==> config.mk <==
export PLATFORM = sky130hd
export DESIGN_NAME = map_sweep_scheduler_flat
export DESIGN_NICKNAME = d
export VERILOG_FILES = /design/src/rtl/map_sweep_scheduler_if.sv /design/src/rtl/map_sweep_scheduler.sv /design/src/flat_wrapper.sv
export SDC_FILE = /design/constraint.sdc
export NUM_CORES = 1
export LEC_CHECK = 0
export BUFFER_PORTS_ARGS = -buffer_cell sky130_fd_sc_hd__buf_2
export CORE_ASPECT_RATIO = 1.1
export CORE_MARGIN = 3
export CORE_UTILIZATION = 45
export DETAILED_ROUTE_END_ITERATION = 6
export GPL_TIMING_DRIVEN = 0
export PLACE_DENSITY_LB_ADDON = 0.08
export SLEW_MARGIN = 20
export SYNTH_ARGS = -nofsm -noshare
export SYNTH_HDL_FRONTEND = slang
export SYNTH_SLANG_ARGS = --single-unit
==> constraint.sdc <==
create_clock -name clk -period 8.9 [get_ports clk]
set_clock_uncertainty 0.2 [all_clocks]
set_input_delay 0.89 -clock clk [delete_from_list [all_inputs] [get_ports clk]]
set_output_delay 0.89 -clock clk [all_outputs]
set_load 0.02 [all_outputs]
==> src/rtl/map_sweep_scheduler_if.sv <==
// Map BRAM read port plus tile-blitter start/busy/done handshake.
// The scheduler drives the master side; BRAM and blitter sit on the slave side.
interface map_sweep_scheduler_if;
  logic [18:0] map_addr;
  logic [15:0] map_data;
  logic        blit_start;
  logic [18:0] blit_tile_id;
  logic [3:0]  blit_grid_x;
  logic [3:0]  blit_grid_y;
  logic        blit_busy;
  logic        blit_done;

  modport master (
    output map_addr, blit_start, blit_tile_id, blit_grid_x, blit_grid_y,
    input  map_data, blit_busy, blit_done
  );

  modport slave (
    input  map_addr, blit_start, blit_tile_id, blit_grid_x, blit_grid_y,
    output map_data, blit_busy, blit_done
  );
endinterface

==> src/rtl/map_sweep_scheduler.sv <==
// Walks the tile grid in raster order, fetches each tile id from map BRAM, swaps in the
// hero tile at the player cell and hands every tile to the blitter.
module map_sweep_scheduler #(
  parameter int          MAP_WIDTH  = 13,
  parameter int          MAP_HEIGHT = 13,
  parameter logic [18:0] HERO_TILE  = 19'd16
) (
  input  logic                         clk,
  input  logic                         rstn,
  input  logic                         redraw_req,
  input  logic [18:0]                  map_id,
  input  logic [3:0]                   player_x,
  input  logic [3:0]                   player_y,
  map_sweep_scheduler_if.master        bif,
  output logic                         busy,
  output logic                         frame_done
);

  typedef enum logic [2:0] {IDLE, FETCH, LATCH, ISSUE, WAIT, DONE} state_t;

  state_t      state_q;
  logic [3:0]  x_q, y_q;
  logic [3:0]  x_d, y_d;
  logic        last_cell;
  logic [18:0] snap_id_q;
  logic [3:0]  snap_px_q, snap_py_q;
  logic        pending_q;
  logic [18:0] addr_q;
  logic [18:0] tile_q;
  logic [3:0]  gx_q, gy_q;
  logic        busy_q;
  logic        fdone_q;

  // 19-bit arithmetic throughout, so large map ids wrap naturally.
  function automatic logic [18:0] cell_addr(input logic [18:0] id,
                                            input logic [3:0]  cx,
                                            input logic [3:0]  cy);
    return id * 19'(MAP_WIDTH * MAP_HEIGHT) + 19'(cy) * 19'(MAP_WIDTH) + 19'(cx);
  endfunction

  always_comb begin
    last_cell = (x_q == 4'(MAP_WIDTH - 1)) && (y_q == 4'(MAP_HEIGHT - 1));
    x_d = x_q + 4'd1;
    y_d = y_q;
    if (x_q == 4'(MAP_WIDTH - 1)) begin
      x_d = 4'd0;
      y_d = y_q + 4'd1;
    end
  end

  always_ff @(posedge clk or negedge rstn) begin
    if (!rstn) begin
      state_q   <= IDLE;
      x_q       <= 4'd0;
      y_q       <= 4'd0;
      snap_id_q <= 19'd0;
      snap_px_q <= 4'd0;
      snap_py_q <= 4'd0;
      pending_q <= 1'b0;
      addr_q    <= 19'd0;
      tile_q    <= 19'd0;
      gx_q      <= 4'd0;
      gy_q      <= 4'd0;
      busy_q    <= 1'b0;
      fdone_q   <= 1'b0;
    end else begin
      fdone_q <= 1'b0;
      if (redraw_req && state_q != IDLE) pending_q <= 1'b1;
      case (state_q)
        IDLE: begin
          if (redraw_req || pending_q) begin
            // Snapshot so mid-sweep game-state changes never tear a frame.
            snap_id_q <= map_id;
            snap_px_q <= player_x;
            snap_py_q <= player_y;
            x_q       <= 4'd0;
            y_q       <= 4'd0;
            addr_q    <= cell_addr(map_id, 4'd0, 4'd0);
            pending_q <= 1'b0;
            busy_q    <= 1'b1;
            state_q   <= FETCH;
          end
        end
        FETCH: state_q <= LATCH;
        LATCH: begin
          tile_q  <= (x_q == snap_px_q && y_q == snap_py_q) ? HERO_TILE
                                                            : {3'b000, bif.map_data};
          gx_q    <= x_q;
          gy_q    <= y_q;
          state_q <= ISSUE;
        end
        ISSUE: if (!bif.blit_busy) state_q <= WAIT;
        WAIT: begin
          if (bif.blit_done) begin
            if (last_cell) begin
              fdone_q <= 1'b1;
              state_q <= DONE;
            end else begin
              x_q     <= x_d;
              y_q     <= y_d;
              addr_q  <= cell_addr(snap_id_q, x_d, y_d);
              state_q <= FETCH;
            end
          end
        end
        DONE: begin
          busy_q  <= 1'b0;
          state_q <= IDLE;
        end
        default: state_q <= IDLE;
      endcase
    end
  end

  // Start is decoded from state so it fires in the very first cycle the blitter frees up.
  assign bif.blit_start   = (state_q == ISSUE) && !bif.blit_busy;
  assign bif.map_addr     = addr_q;
  assign bif.blit_tile_id = tile_q;
  assign bif.blit_grid_x  = gx_q;
  assign bif.blit_grid_y  = gy_q;
  assign busy             = busy_q;
  assign frame_done       = fdone_q;

endmodule
==> src/flat_wrapper.sv <==
// flat-port wrapper written by rule: the top's interface ports become plain ports
module map_sweep_scheduler_flat 
#(
  parameter int          MAP_WIDTH  = 13,
  parameter int          MAP_HEIGHT = 13,
  parameter logic [18:0] HERO_TILE  = 19'd16
)
  (clk, rstn, redraw_req, map_id, player_x, player_y, busy, frame_done, bif_map_addr, bif_blit_start, bif_blit_tile_id, bif_blit_grid_x, bif_blit_grid_y, bif_map_data, bif_blit_busy, bif_blit_done);
  map_sweep_scheduler_if bif_i ();
  input  logic clk;
  input  logic rstn;
  input  logic redraw_req;
  input  logic [18:0] map_id;
  input  logic [3:0] player_x;
  input  logic [3:0] player_y;
  output logic busy;
  output logic frame_done;
  output wire logic [$bits(bif_i.map_addr)-1:0] bif_map_addr;
  output wire logic [$bits(bif_i.blit_start)-1:0] bif_blit_start;
  output wire logic [$bits(bif_i.blit_tile_id)-1:0] bif_blit_tile_id;
  output wire logic [$bits(bif_i.blit_grid_x)-1:0] bif_blit_grid_x;
  output wire logic [$bits(bif_i.blit_grid_y)-1:0] bif_blit_grid_y;
  input wire logic [$bits(bif_i.map_data)-1:0] bif_map_data;
  input wire logic [$bits(bif_i.blit_busy)-1:0] bif_blit_busy;
  input wire logic [$bits(bif_i.blit_done)-1:0] bif_blit_done;
  assign bif_map_addr = bif_i.map_addr;
  assign bif_blit_start = bif_i.blit_start;
  assign bif_blit_tile_id = bif_i.blit_tile_id;
  assign bif_blit_grid_x = bif_i.blit_grid_x;
  assign bif_blit_grid_y = bif_i.blit_grid_y;
  assign bif_i.map_data = bif_map_data;
  assign bif_i.blit_busy = bif_blit_busy;
  assign bif_i.blit_done = bif_blit_done;
  map_sweep_scheduler #(.MAP_WIDTH(MAP_WIDTH), .MAP_HEIGHT(MAP_HEIGHT), .HERO_TILE(HERO_TILE)) u_core (.clk(clk), .rstn(rstn), .redraw_req(redraw_req), .map_id(map_id), .player_x(player_x), .player_y(player_y), .bif(bif_i), .busy(busy), .frame_done(frame_done));
endmodule
-- Word-level counts from Yosys, hierarchy flattened
Index checks and enable logic that the tools add are counted.
- output and inout port bits: 49
- register bits after elaboration: 87
- bits of input ports: 48
- mux-type cells: 27
- equality and inequality tests: 13
- $mul: 3
- reductions and logical operators: 14
- add/subtract/negate cells: 4
- operator list (cell ; count):
    $mux 19 ; 3
    $mul 19x8->19 const B ; 2
    $pmux 19 s2 ; 1
    $mux 4 ; 7
    $add 19x4->19 ; 1
    $add 19x8->19 ; 1
    $mux 16 ; 1
    $pmux 4 s2 ; 2
    $pmux 3 s5 ; 1
    $mux 3 ; 4
    $add 4x1->4 const B ; 2
    $eq 4x4->1 ; 2
    $eq 4x4->1 const B ; 2
    $mul 4x4->8 const B ; 1
    $mux 1 ; 7
    $eq 3x2->1 const B ; 2
    $eq 3x3->1 const B ; 2
    $ne 2x2->1 const B ; 3
    $logic_and 1x1->1 ; 4
    $reduce_and 2->1 ; 2
    $reduce_and 4->1 ; 1
    $reduce_bool 2->1 ; 2
    $eq 3x1->1 const B ; 1
    $logic_not 3->1 ; 1
    6 further kinds ; 6

-- Logic depth before layout (Yosys ltp)
- depth in word-level cells: 8
- depth in mapped cells: 23
- mapped depth without buffers: 22

-- Worst setup path after synthesis
Ideal clock, no wire load.
- kind: register to register
- start point: register u_core.x_q[0]
- end point: register u_core.addr_q[17], in the netlist u_core.bif.map_addr[17]
- data arrival time: 5.378 ns
- setup time: 0.126 ns
- clock period less this slack: 5.704 ns
- stages on the path, launching flop included: 23
- path slack: 3.196 ns
- path through: dfrtp_1 -> inv_1 -> ha_1 -> and3_1 -> clkbuf_1 -> nand4_1 -> xnor2_1 -> ha_1 -> ha_1 -> inv_1 -> fa_1 -> inv_1 -> fa_1 -> inv_1 -> fa_1 -> inv_1 -> ha_1 -> o21ai_0 -> o21ai_0 -> a21boi_1 -> o31ai_1 -> xor2_1 -> a221o_1
- cells in the longest elaborated chain, start to end: 8
- RTL lines (element ; line ; RTL):
    start, declared ; map_sweep_scheduler.sv:22 ; logic [3:0] x_q, y_q;
    start signal, assigned ; map_sweep_scheduler.sv:54 ; x_q <= 4'd0;
    start signal, assigned ; map_sweep_scheduler.sv:76 ; x_q <= 4'd0;
    start signal, assigned ; map_sweep_scheduler.sv:99 ; x_q <= x_d;
    $eq 4x4->1 ; map_sweep_scheduler.sv:42, map_sweep_scheduler.sv:45 ;
    $mux 4 ; map_sweep_scheduler.sv:45 ; if (x_q == 4'(MAP_WIDTH - 1)) begin
    $mul 4x4->8 ; map_sweep_scheduler.sv:38 ; return id * 19'(MAP_WIDTH * MAP_HEIGHT) + 19'(cy) * 19'(MAP_WIDTH) + 19'(cx);
    $add 19x8->19 ; map_sweep_scheduler.sv:38 ;
    $add 19x4->19 ; map_sweep_scheduler.sv:38 ;
    $mux 19 ; map_sweep_scheduler.sv:95 ; if (last_cell) begin
    $mux 19 ; map_sweep_scheduler.sv:94 ; if (bif.blit_done) begin
    $pmux 19 s2 ; map_sweep_scheduler.sv:69 ; case (state_q)
    end signal, assigned ; map_sweep_scheduler.sv:78 ; addr_q <= cell_addr(map_id, 4'd0, 4'd0);
    end signal, assigned ; map_sweep_scheduler.sv:101 ; addr_q <= cell_addr(snap_id_q, x_d, y_d);
    end, declared ; map_sweep_scheduler.sv:28 ; logic [18:0] addr_q;
Parallel ways exist; a longest one is shown, timed or not. The select of a mux whose other input is x is not followed.
A chain may end at the register's enable or synchronous reset.

-- Worst setup path in the final report
Ends and elaborated chain as after synthesis.

==> flow_summary.toml <==
[yosys]
synth_largest_area_cell = "dfrtp_1"
synth-simple-area-share_pct = 9.23
netlist.area_leader.share_pct = 27.1
synth.avg_cell_area_um2 = 9.89
ys_seq_area_share_pct = 27.1
synth_commonest_cells = "ha_1, inv_1, dfrtp_1, nand2_1, fa_1"
synthTopCellsByArea = "dfrtp_1, ha_1, fa_1"
synth-seq-cells = 84
synth_compound_area_share_pct = 13.5
syn-cell-area_um2 = 7750
synth_most_common_cell = "ha_1"
synthAdderAreaFrac_pct = 35.7
synth_edf_count = 0
synthFlopType = "dfrtp_1"
synthMuxAreaShare_pct = 2.29
async_flop_share_pct = 100
synth_top_family_by_area = "adder cells"
synth-xor-area-share_pct = 4.86
syn-instance-count = 784
ys_types = 62
yosys_warnings = 0

[global_routing]
overflow = 0
grtUsageTotal_pct = 21.6
met2_usage_pct = 37.4
grtUsageMet3_pct = 4.17
grt_pass1_vias = 6292
grt_use_met1_pct = 27.2
busiest_layer = "met2"
grt_max_degree = 44
antenna_found_initial = 0
grt_first_pass_wirelength_um = 32400

[detailed_routing]
drcViolationCount = 0
vias = 5890
wl_um = 19300
first_pass_iters = 4
viasPerCell = 5.24
drt-initial-drc-count = 316
avgRoutedWirePerCell_um = 17.1
ant_nets = 0

[placed_design]
dp_hpwl_um = 16100
placed_area_um2 = 8530
io_buffers = 93
gp_congestion = 0.846

[worst_setup_path]
crit_path_top_delay_cell = "fa_1"
rrSetupSlack_ns = 2.29
r2r_cells = 21
crit_path_start_kind = "flop"
cp_max_fo = 10
crit_chain = "inv_1 > ha_1 > and3_1 > clkbuf_1 > nand2_1 > xor2_1 > inv_1 > ha_1 > ha_1 > fa_1 > inv_1 > fa_1 > fa_1 > inv_1 > ha_1 > o21ai_0 > o21ai_0 > a21boi_1 > o31ai_1 > xor2_1 > a221o_1"
worst-path-buf-inv = 5
crit_family = "adder cells"
crit_path_end = "u_core.bif.map_addr[17]$_DFFE_PN0P_"
crit_type = "reg -> reg"
cp.arrival_ns = 6.64
max_stage_delay_ns = 0.55
r2r_end = "u_core.bif.map_addr[17]$_DFFE_PN0P_"
crit_path_start = "u_core.x_q[0]$_DFFE_PN0P_"
r2r-start = "u_core.x_q[0]$_DFFE_PN0P_"
crit_required_ns = 8.93
cp-end-kind = "flop"
crit_cells = 21

[cells_and_area]
antennaDiodeCount = 0
n_fill_cell = 1569
drive_gt1_share_pct = 15.6
fin_area_um2 = 8840
area_delta_synth_final_pct = 14.0
fin_nets = 1126
seqCellArea_um2 = 2100
multiInputGateArea_um2 = 5100

[floorplanning]
start_util_pct = 46.7
die_h_um = 144
io_pins = 97
placementRows = 49
core-area_um2 = 16600
dieArea_um2 = 18800
die_w_um = 131

[timing]
final-hold-violation-count = 0
finalCritPeriodShare_pct = 74.3
final_max_slew_viol_count = 0
timing.fmax_mhz = 151
rsz0062_at_grt = "no"
tightest_slew_ns = 0.631
layout_min_cycle_time_ns = 6.61
final-setup-viol-count = 0
setup_tns_ns = 0
max-slew-margin-rel_pct = 57.2

[min_path]
hp-class = "reg -> reg"

[cts]
clk_pin_slew_ns = 0.07
hold_buffers = 0
cts_root_buffer = "clkbuf_16"
post_cts_buffers = 0
cts_buffers = 9
cts_buffer_depth = 2
clock-sinks = 84
cts_max_level = 3
ctsResizeCount = 0
clkLatencyLatePin_ns = 0.34
cts_tree = "built"

[run]
maxCapViolCount = 0

[run_status]
status = "complete, no violations"
==> through the flow <==
stage          utilization (%)  setup slack [ns]  hold WS, ns  cells
4_1_cts                   53.2              2.26        0.279   1125
5_1_grt                   53.2              1.84        0.304   1125
3_5_place_dp              51.4              2.30        0.265   1109
3_3_place_gp              51.2              2.36        0.261   1108
2_1_floorplan                -              3.20        0.252    786
6_report                  53.2              2.29        0.271   1125
==> metal layers <==
metal / vias up / part of all wire, %
li1: 2881 / -
met1: 2854 / 44
met2: 126 / 50
met3: 29 / 3.9
met4: 0 / 2.6
met5: - / 0
==> worst reg2reg max path, delay by kind of cell (launching register included) <==
family / cells / cell delay, ns
simple gates: 2 / 0.35
xor+xnor: 2 / 0.55
compound gates: 5 / 1.46
fa+ha+maj: 7 / 2.75
flops: 1 / 0.45
buf+inv: 5 / 0.75
==> cell usage in the layout, fill, tap and decap left out, types with 3 or more instances in the layout <==
cell type  instances
a211o_1            3
a211oi_1           7
a21o_1             8
a21oi_1           25
a221o_1            3
a22o_1            16
a22oi_1            3
a31oi_1           13
and2_1             3
and3_1             5
buf_2             93
buf_4              5
clkbuf_1          16
clkbuf_16          9
conb_1             3
dfrtp_1           84
fa_1              57
ha_1             130
inv_1            120
inv_6              4
mux2_2            14
nand2_1           64
nand2b_1           7
nand3_1           10
nand3b_1           3
nor2_1            29
nor2b_1            4
nor3_1             8
nor4_1             5
o2111ai_1          3
o211ai_1           3
o21a_1             5
o21ai_0           45
o31ai_1            5
or2_2              4
or3_1              3
xnor2_1           28
xor2_1            15
==> flip-flops by register name, summed over array words and instances (netlist names) <==
name                     count
u_core.x_q                   4
u_core.snap_id_q            19
u_core.busy                  1
u_core.snap_py_q             4
u_core.state_q               3
u_core.bif.map_addr         19
u_core.pending_q             1
u_core.bif.blit_grid_y       4
u_core.bif.blit_grid_x       4
u_core.frame_done            1
u_core.y_q                   4
u_core.bif.blit_tile_id     16
u_core.snap_px_q             4
==> logic make-up after synthesis <==
| group | after synthesis |
|---|---|
| DFF | 84 |
| adders and majority gates | 187 |
| other | 1 |
| and+or+nand+nor | 153 |
| buffers and inverters | 143 |
| muxes | 16 |
| xor gates and xnor gates | 43 |
| AOI/OAI and AO/OA | 157 |
==> final cells by class <==
| class | instances | share of cell area, % |
|---|---|---|
| multi-input combinational | 559 | 57.7 |
| clock inverter | 7 | 0.920 |
| timing repair buffer | 94 | 5.52 |
| buffer | 23 | 1.25 |
| clock buffer | 9 | 2.55 |
| sequential | 84 | 23.8 |
| inverter | 120 | 5.09 |
| tap | 229 | 3.24 |
==> how the worst min path moves through the flow <==
stage	startpoint	endpoint	slack (ns)	depth (start not counted)
5_1_grt	u_core.bif.map_addr[5]$_DFFE_PN0P_	u_core.bif.map_addr[5]$_DFFE_PN0P_	0.30	2
3_5_place_dp	u_core.bif.map_addr[4]$_DFFE_PN0P_	u_core.bif.map_addr[4]$_DFFE_PN0P_	0.27	2
6_report	u_core.bif.map_addr[6]$_DFFE_PN0P_	u_core.bif.map_addr[6]$_DFFE_PN0P_	0.27	2
2_1_floorplan	u_core.snap_id_q[16]$_DFFE_PN0P_	u_core.snap_id_q[16]$_DFFE_PN0P_	0.25	2
3_3_place_gp	u_core.bif.map_addr[4]$_DFFE_PN0P_	u_core.bif.map_addr[4]$_DFFE_PN0P_	0.26	2
4_1_cts	u_core.bif.map_addr[4]$_DFFE_PN0P_	u_core.bif.map_addr[4]$_DFFE_PN0P_	0.28	2
Power is left out: the tool's default activity adds up to more than one toggle a clock period on the data nets, which glitch-free logic cannot reach.
